==> src/rtl/sprite_draw_sequencer.sv <==
// Per-frame sprite job scheduler: walks a small sprite table on each frame edge
// and issues one clipped copy_engine job per drawable slot via execute/done.
module sprite_draw_sequencer #(
  parameter int NumSlots     = 16,
  parameter int SrcAddrWidth = 14
) (
  input  logic                        clk,
  input  logic                        reset,
  input  logic                        frame_clk,
  input  logic                        wr_en,
  input  logic [$clog2(NumSlots)-1:0] wr_slot,
  input  logic                        wr_valid,
  input  logic [9:0]                  wr_x,
  input  logic [9:0]                  wr_y,
  input  logic [9:0]                  wr_w,
  input  logic [9:0]                  wr_h,
  input  logic [SrcAddrWidth-1:0]     wr_src_addr,
  input  logic                        wr_flip_x,
  input  logic                        done,
  output logic                        execute,
  output logic [9:0]                  dest_x_start,
  output logic [9:0]                  dest_x_end,
  output logic [9:0]                  dest_y_start,
  output logic [9:0]                  dest_y_end,
  output logic [SrcAddrWidth-1:0]     src_addr_start,
  output logic                        flip_x,
  output logic                        busy,
  output logic                        overrun
);

  localparam int SlotW = $clog2(NumSlots);

  typedef enum logic [1:0] {
    S_IDLE,
    S_SCAN,
    S_EXEC,
    S_RELEASE
  } state_t;

  state_t                  r_state;
  logic [SlotW-1:0]        r_slot;
  logic                    r_fc_q;

  logic                    r_execute;
  logic                    r_busy;
  logic                    r_overrun;
  logic [9:0]              r_dx0;
  logic [9:0]              r_dx1;
  logic [9:0]              r_dy0;
  logic [9:0]              r_dy1;
  logic [SrcAddrWidth-1:0] r_src;
  logic                    r_flip;

  logic                    r_tvalid [NumSlots];
  logic [9:0]              r_tx     [NumSlots];
  logic [9:0]              r_ty     [NumSlots];
  logic [9:0]              r_tw     [NumSlots];
  logic [9:0]              r_th     [NumSlots];
  logic [SrcAddrWidth-1:0] r_tsrc   [NumSlots];
  logic                    r_tflip  [NumSlots];

  logic                    w_frame_edge;
  logic                    w_last;
  logic                    w_drawable;

  // End coordinate is computed with a carry bit so x+w cannot wrap before clamping.
  function automatic logic [9:0] clip_end(input logic [9:0] start, input logic [9:0] len,
                                          input logic [10:0] limit);
    logic [10:0] sum;
    sum = {1'b0, start} + {1'b0, len};
    return (sum > limit) ? limit[9:0] : sum[9:0];
  endfunction

  assign w_frame_edge = frame_clk & ~r_fc_q;
  assign w_last       = (r_slot == SlotW'(NumSlots - 1));
  assign w_drawable   = r_tvalid[r_slot] && (r_tw[r_slot] != 10'd0) && (r_th[r_slot] != 10'd0)
                        && (r_tx[r_slot] < 10'd640) && (r_ty[r_slot] < 10'd480);

  always_ff @(posedge clk) begin
    if (reset) begin
      for (int i = 0; i < NumSlots; i++) r_tvalid[i] <= 1'b0;
    end else if (wr_en) begin
      r_tvalid[wr_slot] <= wr_valid;
    end
  end

  // Sprite payload needs no reset: it is only consumed when its valid bit is set.
  always_ff @(posedge clk) begin
    if (wr_en) begin
      r_tx[wr_slot]    <= wr_x;
      r_ty[wr_slot]    <= wr_y;
      r_tw[wr_slot]    <= wr_w;
      r_th[wr_slot]    <= wr_h;
      r_tsrc[wr_slot]  <= wr_src_addr;
      r_tflip[wr_slot] <= wr_flip_x;
    end
  end

  always_ff @(posedge clk) begin
    if (reset) begin
      r_state   <= S_IDLE;
      r_slot    <= '0;
      r_fc_q    <= 1'b0;
      r_execute <= 1'b0;
      r_busy    <= 1'b0;
      r_overrun <= 1'b0;
      r_dx0     <= '0;
      r_dx1     <= '0;
      r_dy0     <= '0;
      r_dy1     <= '0;
      r_src     <= '0;
      r_flip    <= 1'b0;
    end else begin
      r_fc_q <= frame_clk;
      if (w_frame_edge && r_busy) r_overrun <= 1'b1;
      case (r_state)
        S_IDLE: begin
          if (w_frame_edge) begin
            r_slot  <= '0;
            r_busy  <= 1'b1;
            r_state <= S_SCAN;
          end
        end
        S_SCAN: begin
          if (w_drawable) begin
            r_dx0     <= r_tx[r_slot];
            r_dx1     <= clip_end(r_tx[r_slot], r_tw[r_slot], 11'd640);
            r_dy0     <= r_ty[r_slot];
            r_dy1     <= clip_end(r_ty[r_slot], r_th[r_slot], 11'd480);
            r_src     <= r_tsrc[r_slot];
            r_flip    <= r_tflip[r_slot];
            r_execute <= 1'b1;
            r_state   <= S_EXEC;
          end else if (w_last) begin
            r_busy  <= 1'b0;
            r_state <= S_IDLE;
          end else begin
            r_slot <= r_slot + SlotW'(1);
          end
        end
        S_EXEC: begin
          if (done) begin
            r_execute <= 1'b0;
            r_state   <= S_RELEASE;
          end
        end
        S_RELEASE: begin
          // Next job waits until copy_engine has dropped done.
          if (!done) begin
            if (w_last) begin
              r_busy  <= 1'b0;
              r_state <= S_IDLE;
            end else begin
              r_slot  <= r_slot + SlotW'(1);
              r_state <= S_SCAN;
            end
          end
        end
        default: r_state <= S_IDLE;
      endcase
    end
  end

  assign execute        = r_execute;
  assign busy           = r_busy;
  assign overrun        = r_overrun;
  assign dest_x_start   = r_dx0;
  assign dest_x_end     = r_dx1;
  assign dest_y_start   = r_dy0;
  assign dest_y_end     = r_dy1;
  assign src_addr_start = r_src;
  assign flip_x         = r_flip;

endmodule
==> config.mk <==
export PLATFORM = sky130hd
export DESIGN_NAME = sprite_draw_sequencer
export DESIGN_NICKNAME = d
export VERILOG_FILES = /design/src/rtl/sprite_draw_sequencer.sv
export SDC_FILE = /design/constraint.sdc
export NUM_CORES = 1
export LEC_CHECK = 0
export BUFFER_PORTS_ARGS = -buffer_cell sky130_fd_sc_hd__buf_4
export CELL_PAD_IN_SITES_DETAIL_PLACEMENT = 1
export CELL_PAD_IN_SITES_GLOBAL_PLACEMENT = 1
export CORE_ASPECT_RATIO = 0.6
export CORE_MARGIN = 5
export CORE_UTILIZATION = 40
export CTS_BUF_LIST = sky130_fd_sc_hd__clkbuf_4 sky130_fd_sc_hd__clkbuf_8
export DETAILED_ROUTE_END_ITERATION = 6
export PLACE_DENSITY = 0.59
export SLEW_MARGIN = 40
export SYNTH_ARGS = -nofsm -noshare
export SYNTH_HDL_FRONTEND = slang
export SYNTH_SLANG_ARGS = --single-unit
==> constraint.sdc <==
create_clock -name clk -period 7.8 [get_ports clk]
set_input_delay 0.39 -clock clk [delete_from_list [all_inputs] [get_ports clk]]
set_output_delay 0.39 -clock clk [all_outputs]
set_load 0.03 [all_outputs]
---- Word-level counts from Yosys, hierarchy flattened ----
Memories as Yosys holds them, arrays and structs flattened. A register that Yosys moved wholly into a read port is not among the register bits.
Cells that the tools add are included.
storage, ports and cells
  logic and storage cells ................. 92
  memories ................................ 7
  bits in registers ....................... 50
  memory bits (writable) .................. 896
  output and inout port bits .............. 58
  input port bits ......................... 65
operators by class
  add/subtract/negate cells ............... 3
  bitwise operators ....................... 2
  equality and inequality tests ........... 10
  reduce and logical (&&, ||, !) cells .... 15
  muxes and demuxes ....................... 41
  $lt $le $gt $ge ......................... 4
memory list
  memory       words  bits a word  rd ports  clocked after Yosys merged registers in  wr ports  RTL line  text
  r_tsrc       16     14           1         1                                        1         59        logic [SrcAddrWidth-1:0] r_tsrc [NumSlots];
  r_th         16     10           1         1                                        1         58        logic [9:0] r_th [NumSlots];
  r_tw         16     10           1         1                                        1         57        logic [9:0] r_tw [NumSlots];
  r_tx         16     10           1         1                                        1         55        logic [9:0] r_tx [NumSlots];
  r_ty         16     10           1         1                                        1         56        logic [9:0] r_ty [NumSlots];
  r_tflip      16     1            1         1                                        1         60        logic r_tflip [NumSlots];
  +1 memories  -      -            -         -                                        -         -
operators with widths
  cell                                                                               number
  4-bit two-way mux                                                                  15
  10-bit by 10-bit adder with 11-bit output                                          2
  10-bit two-way mux                                                                 2
  10-bit nonzero test                                                                2
  1-bit two-way mux                                                                  15
  4-bit one-hot mux with 3 select lines                                              1
  11-bit by 10-bit greater-than comparator with 1-bit output, second input constant  1
  11-bit by 9-bit greater-than comparator with 1-bit output, second input constant   1
  10-bit < comparator, second input constant                                         1
  10-bit by 9-bit < comparator with 1-bit output, second input constant              1
  2-bit two-way mux                                                                  5
  2-bit inequality test, second input constant                                       5
  2-bit one-hot mux with 4 select lines                                              1
  4-bit AND reduction                                                                2
  1-bit logical AND                                                                  5
  4-bit by 1-bit adder with 4-bit output, second input constant                      1
  2-bit == test, second input constant                                               2
  4-bit == test, second input constant                                               1
  3-bit inequality test, second input constant                                       1
  1-bit one-hot mux with 3 select lines                                              1
  3-bit AND reduction                                                                1
  3-bit nonzero test                                                                 1
  2-bit by 1-bit == test with 1-bit output, second input constant                    1
  2-bit zero test                                                                    1
  6 further kinds                                                                    6

---- Depth between registers and ports, before layout ----
Gate-level depths: netlist of run 1.
  depth in word-level cells ............... 9
  depth in mapped cells ................... 18
  gate-level depth less buffers ........... 13

---- Worst setup path after synthesis of run 1 ----
No wires, ideal clock.
  path type ............................... register to register
  from .................................... register with a tool-made name
  to ...................................... register r_dx1[3] (netlist: dest_x_end[3])
  library setup time ...................... 0.121 ns
  arrival ................................. 5.569 ns
  buffers on the path ..................... 6
  required time ........................... 7.679 ns
  period minus slack after synthesis ...... 5.690 ns
  stages on the path, launching flop included .. 19
  path slack .............................. 2.110 ns
  cells stage by stage .................... dfxtp_1 -> buf_4 -> buf_4 -> buf_4 -> buf_2 -> buf_1 -> buf_2 -> mux4_2 -> mux4_2 -> ha_1 -> fa_1 -> a21o_1 -> a21oi_1 -> xor2_1 -> and4_1 -> a311oi_1 -> o32ai_1 -> o311ai_1 -> a2bb2o_1
RTL lines
  item                  RTL line  text
  end signal, assigned  127       r_dx1 <= clip_end(r_tx[r_slot], r_tw[r_slot], 11'd640);
  end, declared         48        logic [9:0] r_dx1;

==> impl_metrics.yaml, run 1 <==
clock_tree:
  cts_buffer_depth: 3
  clk_latency_ns: 0.85
  ctsResizeCount: 0
  cts_tree: "yes"
  cts_buffers: 146
  htree_levels: 4
  clockRootBuffer: "clkbuf_8"
  clk_pin_slew_ns: 0.07
  cts_sinks: 965
placed_design:
  dpl-instance-area_um2: 40000
  dp_hpwl_mm: 55.2
  port_buffers: 122
  gp_congestion: 0.779
yosys:
  syn_area_um2: 37400
  synth_cell_types: 69
  synth-edff-count: 896
  synth.area.top_cells: "edfxtp_1, mux4_2, dfxtp_1"
  synth_top_area_share: 0.719
  synth_top_cell_by_area: "edfxtp_1"
  ys_seq_elements: 965
  yosys_warnings: 0
  ys_seq_area_frac: 0.756
  synth_common_cells: "edfxtp_1, mux4_2, nor2_1"
  avgSynthCellArea_um2: 21.1
  ys.flop_type: "edfxtp_1"
  synthMostInstantiatedCell: "edfxtp_1"
  synth_cells: 1771
  ys_async_sr_fraction: 0
  syn_nets: 1863
global_routing:
  met1_usage: 0.304
  overflow: 0
  grt_max_degree: 83
  top_usage_layer: "met1"
  grt_pass1_vias: 19900
  grt_pass1_wl_mm: 143
  grt_use_met2: 0.288
  antenna_found_initial: 12
  grt_use_met3: 0.0439
  grt_usage: 0.200
run:
  drv_cap: 0
timing:
  min_period_over_period: 0.690
  hold_viol: 0
  maxSlewHeadroom: 0.424
  setup_viol: 0
  worstMarginPinSlew_ns: 0.857
  rsz0062_at_grt: "no"
  finalSetupTns_ns: 0
  max_freq_mhz: 186
  min_period_ns: 5.38
  skew_ns: 0.0377
  drv_slew: 0
power_and_ir_drop:
  p_clk_frac: 0.364
  combinationalPowerShare: 0.139
  power.internal_mw: 8.88
  p_leak_nw: 13.9
  p_per_area_nw_per_um2: 271
  p_switching_mw: 2.97
  vdd.ir_drop.worst_uv: 163
  p_sw_frac: 0.251
  seqPwrFrac: 0.496
worst_hold_path:
  holdPathStages: 3
  min-delay-start: "wr_slot[3]"
  min_to: "r_tvalid[3]"
  hold_class: "in2reg"
detailed_routing:
  ant_nets: 0
  vias: 19100
  finalWirelength_mm: 98.6
  routed_via_density: 5.59
  drt-wirelength-per-cell_um: 28.9
  first_pass_iters: 5
  remaining_drc_errors: 0
  drtIter0Drc: 1582
floorplan:
  die_area_um2: 100000
  initial_utilization: 0.405
  fp.dieW_um: 405
  core-area_um2: 92300
  num_rows: 86
  pin_count: 123
  die_h_um: 247
layout:
  flow.area_growth_from_synthesis_pct: 16.6
  drive_gt1_frac: 0.314
  fin_area_um2: 43600
  nNetsFinal: 2151
  fillers: 8476
critical_path:
  critPathCaptureType: "flop"
  crit_required_ns: 8.50
  rrSetupSlack_ns: 2.42
  cp_cell_sequence: "buf_12 > mux4_2 > mux4_2 > ha_1 > fa_1 > a21o_1 > a21oi_1 > o21bai_1 > a2111oi_0 > or3_1 > xor2_1 > o211ai_1 > o2bb2ai_1"
  path_class: "reg2reg"
  cp_common_cell: "mux4_2"
  rr_endpoint: "dest_y_end[0]"
  ff2ff_path_depth: 13
  critPathSlowestCell: "dfxtp_4"
  cp_max_fo: 66
  arrival_ns: 6.08
  max_stage_delay_ns: 0.83
  cp-start-kind: "flop"
outcome:
  status: "finished clean"
per-stage QoR:
step	cells	hold slack, ns	utilization	power (mW)	setup WS (ns)
after floorplan	1771	0.489	-	7.11	2.11
after global placement	3082	0.454	0.433	7.58	2.39
after detailed placement	3082	0.464	0.433	7.62	2.36
after CTS	3407	0.162	0.473	12.0	2.34
after global routing	3409	0.214	0.473	12.4	2.13
final	3411	0.261	0.473	11.8	2.42
layout make-up:
cell class / count / area [µm²] / share of cell area
inverters: 21 / 87.6 / 0.00201
clock inverters: 51 / 410 / 0.00940
multi-input cells: 698 / 8790 / 0.201
well taps: 1232 / 1540 / 0.0353
diodes: 4 / 10.0 / 0.000229
clock buffers: 213 / 2590 / 0.0593
repair buffers: 227 / 1920 / 0.0441
flip-flops and latches: 965 / 28300 / 0.648
logic make-up (layout without fill, tap and decap cells):
family / count (synthesis) / in the layout / synth area share
buf+inv: 108 / 512 / 0.0128
fa+ha+maj: 27 / 27 / 0.00942
other cells: 0 / 4 / 0
simple gates: 184 / 184 / 0.0229
mux: 310 / 310 / 0.164
flops: 965 / 965 / 0.756
compound gates: 165 / 165 / 0.0320
xor+xnor: 12 / 12 / 0.00281
worst max-delay path by stage:
stage / slack, ns / depth (start not counted) / endpoint
floorplan: 2.11 / 18 / dest_x_end[3]
global placement: 2.39 / 12 / dest_x_end[6]
detailed placement: 2.36 / 12 / dest_x_end[1]
CTS: 2.34 / 12 / dest_x_end[1]
global route: 2.13 / 13 / dest_y_end[1]
finish: 2.42 / 13 / dest_y_end[0]
worst max-delay path, delay by kind of cell (launching register included):
kind	cells	cell delay, ns
XOR/XNOR	1	0.11
AND/OR/NAND/NOR	1	0.24
multiplexers	2	1.15
flip-flops	1	0.83
AO/OA/AOI/OAI	6	1.56
adder cells (fa/ha/maj)	2	0.71
buffers and inverters	1	0.43
cells in the final DEF, fill, tap and decap left out, types with 14 or more instances in the layout:
| cell | n |
|---|---|
| nor3_1 | 21 |
| clkbuf_8 | 158 |
| clkinv_1 | 27 |
| mux2i_1 | 66 |
| edfxtp_1 | 896 |
| a22oi_1 | 33 |
| nor2_1 | 63 |
| a21oi_1 | 14 |
| buf_4 | 155 |
| inv_1 | 15 |
| clkbuf_4 | 55 |
| mux4_2 | 244 |
| ha_1 | 25 |
| o21ai_0 | 30 |
| nand2_1 | 38 |
| dfxtp_1 | 64 |
| a221oi_1 | 16 |
| dlygate4sd3_1 | 61 |
layer usage:
| layer | part of all wire | vias up |
|---|---|---|
| li1 | - | 8037 |
| met1 | 0.48 | 10300 |
| met2 | 0.44 | 552 |
| met3 | 0.060 | 155 |
| met4 | 0.022 | 4 |
| met5 | 0.00015 | - |
sequential cells by signal, indices dropped and copies added (netlist names), named ones only:
register	count
r_tflip	16
dest_y_end	10
r_th	160
src_addr_start	14
r_fc_q	1
overrun	1
r_tvalid	16
busy	1
r_tsrc	224
r_tx	160
r_state	1
r_slot	4
flip_x	1
r_tw	160
dest_x_end	10
execute	1
dest_y_start	10
dest_x_start	10
r_ty	160
power groups by stage:
stage | sequential [mW] | clock (mW) | combinational, mW
5_1_grt | 5.89 | 4.71 | 1.77
6_report | 5.88 | 4.32 | 1.65
2_1_floorplan | 5.95 | 0 | 1.16
3_3_place_gp | 5.98 | 0 | 1.59
3_5_place_dp | 5.99 | 0 | 1.62
4_1_cts | 5.88 | 4.43 | 1.66
timing repair:
item | 4_1_cts | 5_1_grt
buffers inserted | 0 | 0
endpoints found under the setup margin | 0 | 0
hold buffers | 61 | 0
hold endpoints to repair | 903 | 0
Note: power is estimated with default switching activity, not from simulation.
==> inputs of run 2 (changes only) <==
--- a/config.mk
+++ b/config.mk
@@ -13,7 +13,7 @@
 export CORE_UTILIZATION = 40
 export CTS_BUF_LIST = sky130_fd_sc_hd__clkbuf_4 sky130_fd_sc_hd__clkbuf_8
 export DETAILED_ROUTE_END_ITERATION = 6
-export PLACE_DENSITY = 0.59
+export PLACE_DENSITY = 0.61
 export SLEW_MARGIN = 40
 export SYNTH_ARGS = -nofsm -noshare
 export SYNTH_HDL_FRONTEND = slang
==> constraint.sdc (replaced) <==
create_clock -name clk -period 4.45 [get_ports clk]
set_input_delay 0.2225 -clock clk [delete_from_list [all_inputs] [get_ports clk]]
set_output_delay 0.2225 -clock clk [all_outputs]
set_load 0.03 [all_outputs]
==> run 2 against run 1 <==
Net effect: power is 73% higher; global-route usage is 0.11 points higher; highest routed layer unchanged; sequential power increased by 75%; worst setup slack got worse by 2.3 ns; worst hold slack got worse by 0.13 ns; maximum frequency rose by 25%; routed wire length up 0.96%; non-clock buffer count grew 46; largest power group unchanged.
==> impl_metrics.yaml, run 2 (synthesis results as in run 1) <==
clock_tree:
  htree_levels: 4
  cts_sinks: 965
  clk_latency_ns: 0.81
  cts_tree: "yes"
  cts_buffers: 146
  clk_pin_slew_ns: 0.06
  clockRootBuffer: "clkbuf_8"
  cts_buffer_depth: 3
layout:
  regMostFlops: "r_tsrc"
  largest_reg_flops: 224
  final_common_cell: "edfxtp_1"
  final_cell_count_no_fill: 3450
  drive_gt1_frac: 0.328
  nNetsFinal: 2197
  flow.area_growth_from_synthesis_pct: 17.9
  layout_common_cells: "edfxtp_1, mux4_2, buf_4"
  fin_area_um2: 44100
detailed_routing:
  first_pass_iters: 5
  vias: 19300
  routed_via_density: 5.59
  drt-wirelength-per-cell_um: 28.8
  finalWirelength_mm: 99.5
  remaining_drc_errors: 0
  ant_nets: 0
  drtIter0Drc: 1723
critical_path:
  crit_required_ns: 5.14
  ff2ff_path_depth: 13
  arrival_ns: 4.97
  path_class: "reg2reg"
  rr_endpoint: "dest_x_end[1]"
  cp-start-kind: "flop"
  critPathCaptureType: "flop"
  rrSetupSlack_ns: 0.16
  cp_max_fo: 16
timing:
  min_period_ns: 4.29
  worst_hold_slack_ns: 0.132
  setup_viol: 0
  worstMarginPinSlew_ns: 0.817
  max_freq_mhz: 233
  rsz0062_at_grt: "no"
  hold_viol: 0
  maxSlewHeadroom: 0.456
  finalSetupTns_ns: 0
  min_period_over_period: 0.964
  drv_slew: 0
  skew_ns: 0.0319
global_routing:
  overflow: 0
  grt_max_degree: 56
  grt_pass1_vias: 20400
  grt_pass1_wl_mm: 144
  grt_usage: 0.201
  antenna_found_initial: 5
outcome:
  status: "finished clean"
worst_hold_path:
  hold_class: "in2reg"
  min-delay-start: "wr_valid"
  min_to: "r_tvalid[8]"
  holdPathStages: 3
floorplan:
  fp.dieW_um: 405
  die_area_um2: 100000
  initial_utilization: 0.405
  die_h_um: 247
  pin_count: 123
  num_rows: 86
  core-area_um2: 92300
placed_design:
  dp_hpwl_mm: 57.4
  place_inst: 3120
  dpl-instance-area_um2: 40600
  port_buffers: 122
  gp_congestion: 0.810
power_and_ir_drop:
  p_per_area_nw_per_um2: 465
  p_leak_nw: 14.1
  vdd.ir_drop.worst_uv: 304
  power_mw: 20.5
run:
  drv_cap: 0
[run 2: how the worst max path moves through the flow]
| stage | startpoint | endpoint | cells after the start | slack [ns] |
|---|---|---|---|---|
| finish | flop | dest_x_end[1] | 13 | 0.16 |
| detailed placement | flop | dest_x_end[1] | 15 | 0.11 |
| floorplan | flop | dest_x_end[4] | 18 | -0.006 |
| global route | flop | dest_x_end[1] | 14 | 0.004 |
| global placement | flop | dest_x_end[6] | 14 | 0.10 |
| CTS | flop | dest_x_end[1] | 15 | 0.09 |
[run 2: power breakdown]
part	total [mW]	internal [mW]	switching [mW]
Sequential	10.3	10.1	0.145
Clock	7.14	3.73	3.40
Combinational	3.11	1.48	1.63
[run 2: metal layers]
| layer | wire [µm] | track usage | vias up |
|---|---|---|---|
| li1 | - | - | 8118 |
| met5 | 27 | 0 | - |
| met2 | 45200 | 0.301 | 669 |
| met4 | 2000 | 0.0630 | 4 |
| met3 | 6450 | 0.0459 | 139 |
| met1 | 45800 | 0.294 | 10400 |
[run 2: timing repair]
| item | CTS | global route |
|---|---|---|
| buffers inserted | 0 | 4 |
| hold buffers | 64 | 0 |
| resized for setup | 0 | 7 |
| endpoints found under the hold margin | 931 | 0 |
| endpoints found under the setup margin | 0 | 14 |
[run 2: per-stage QoR]
stage          utilization  setup slack (ns)
3_5_place_dp         0.440             0.111
6_report             0.478             0.162
4_1_cts              0.477            0.0851
2_1_floorplan            -          -0.00625
5_1_grt              0.478           0.00393
3_3_place_gp         0.439             0.102
[run 2: layout make-up]
| type | instances | area [µm²] |
|---|---|---|
| fillers | 8461 | 48200 |
| flip-flops and latches | 965 | 28300 |
| multi-input cells | 698 | 8820 |
| repair buffers | 273 | 2570 |
| clock buffers | 212 | 2540 |
| well taps | 1232 | 1540 |
| clock inverters | 47 | 268 |
| inverters | 21 | 87.6 |
| diodes | 2 | 5.00 |
[run 2: critical path, cell delays in order, from the launching register on]
cell	delay, ns
dfxtp_4	0.45
buf_12	0.21
buf_12	0.15
buf_4	0.21
mux4_2	0.53
mux4_2	0.59
ha_1	0.39
o21a_1	0.22
a22o_1	0.25
a311oi_2	0.33
nor3_1	0.10
o311ai_2	0.25
buf_4	0.18
a2bb2o_1	0.29
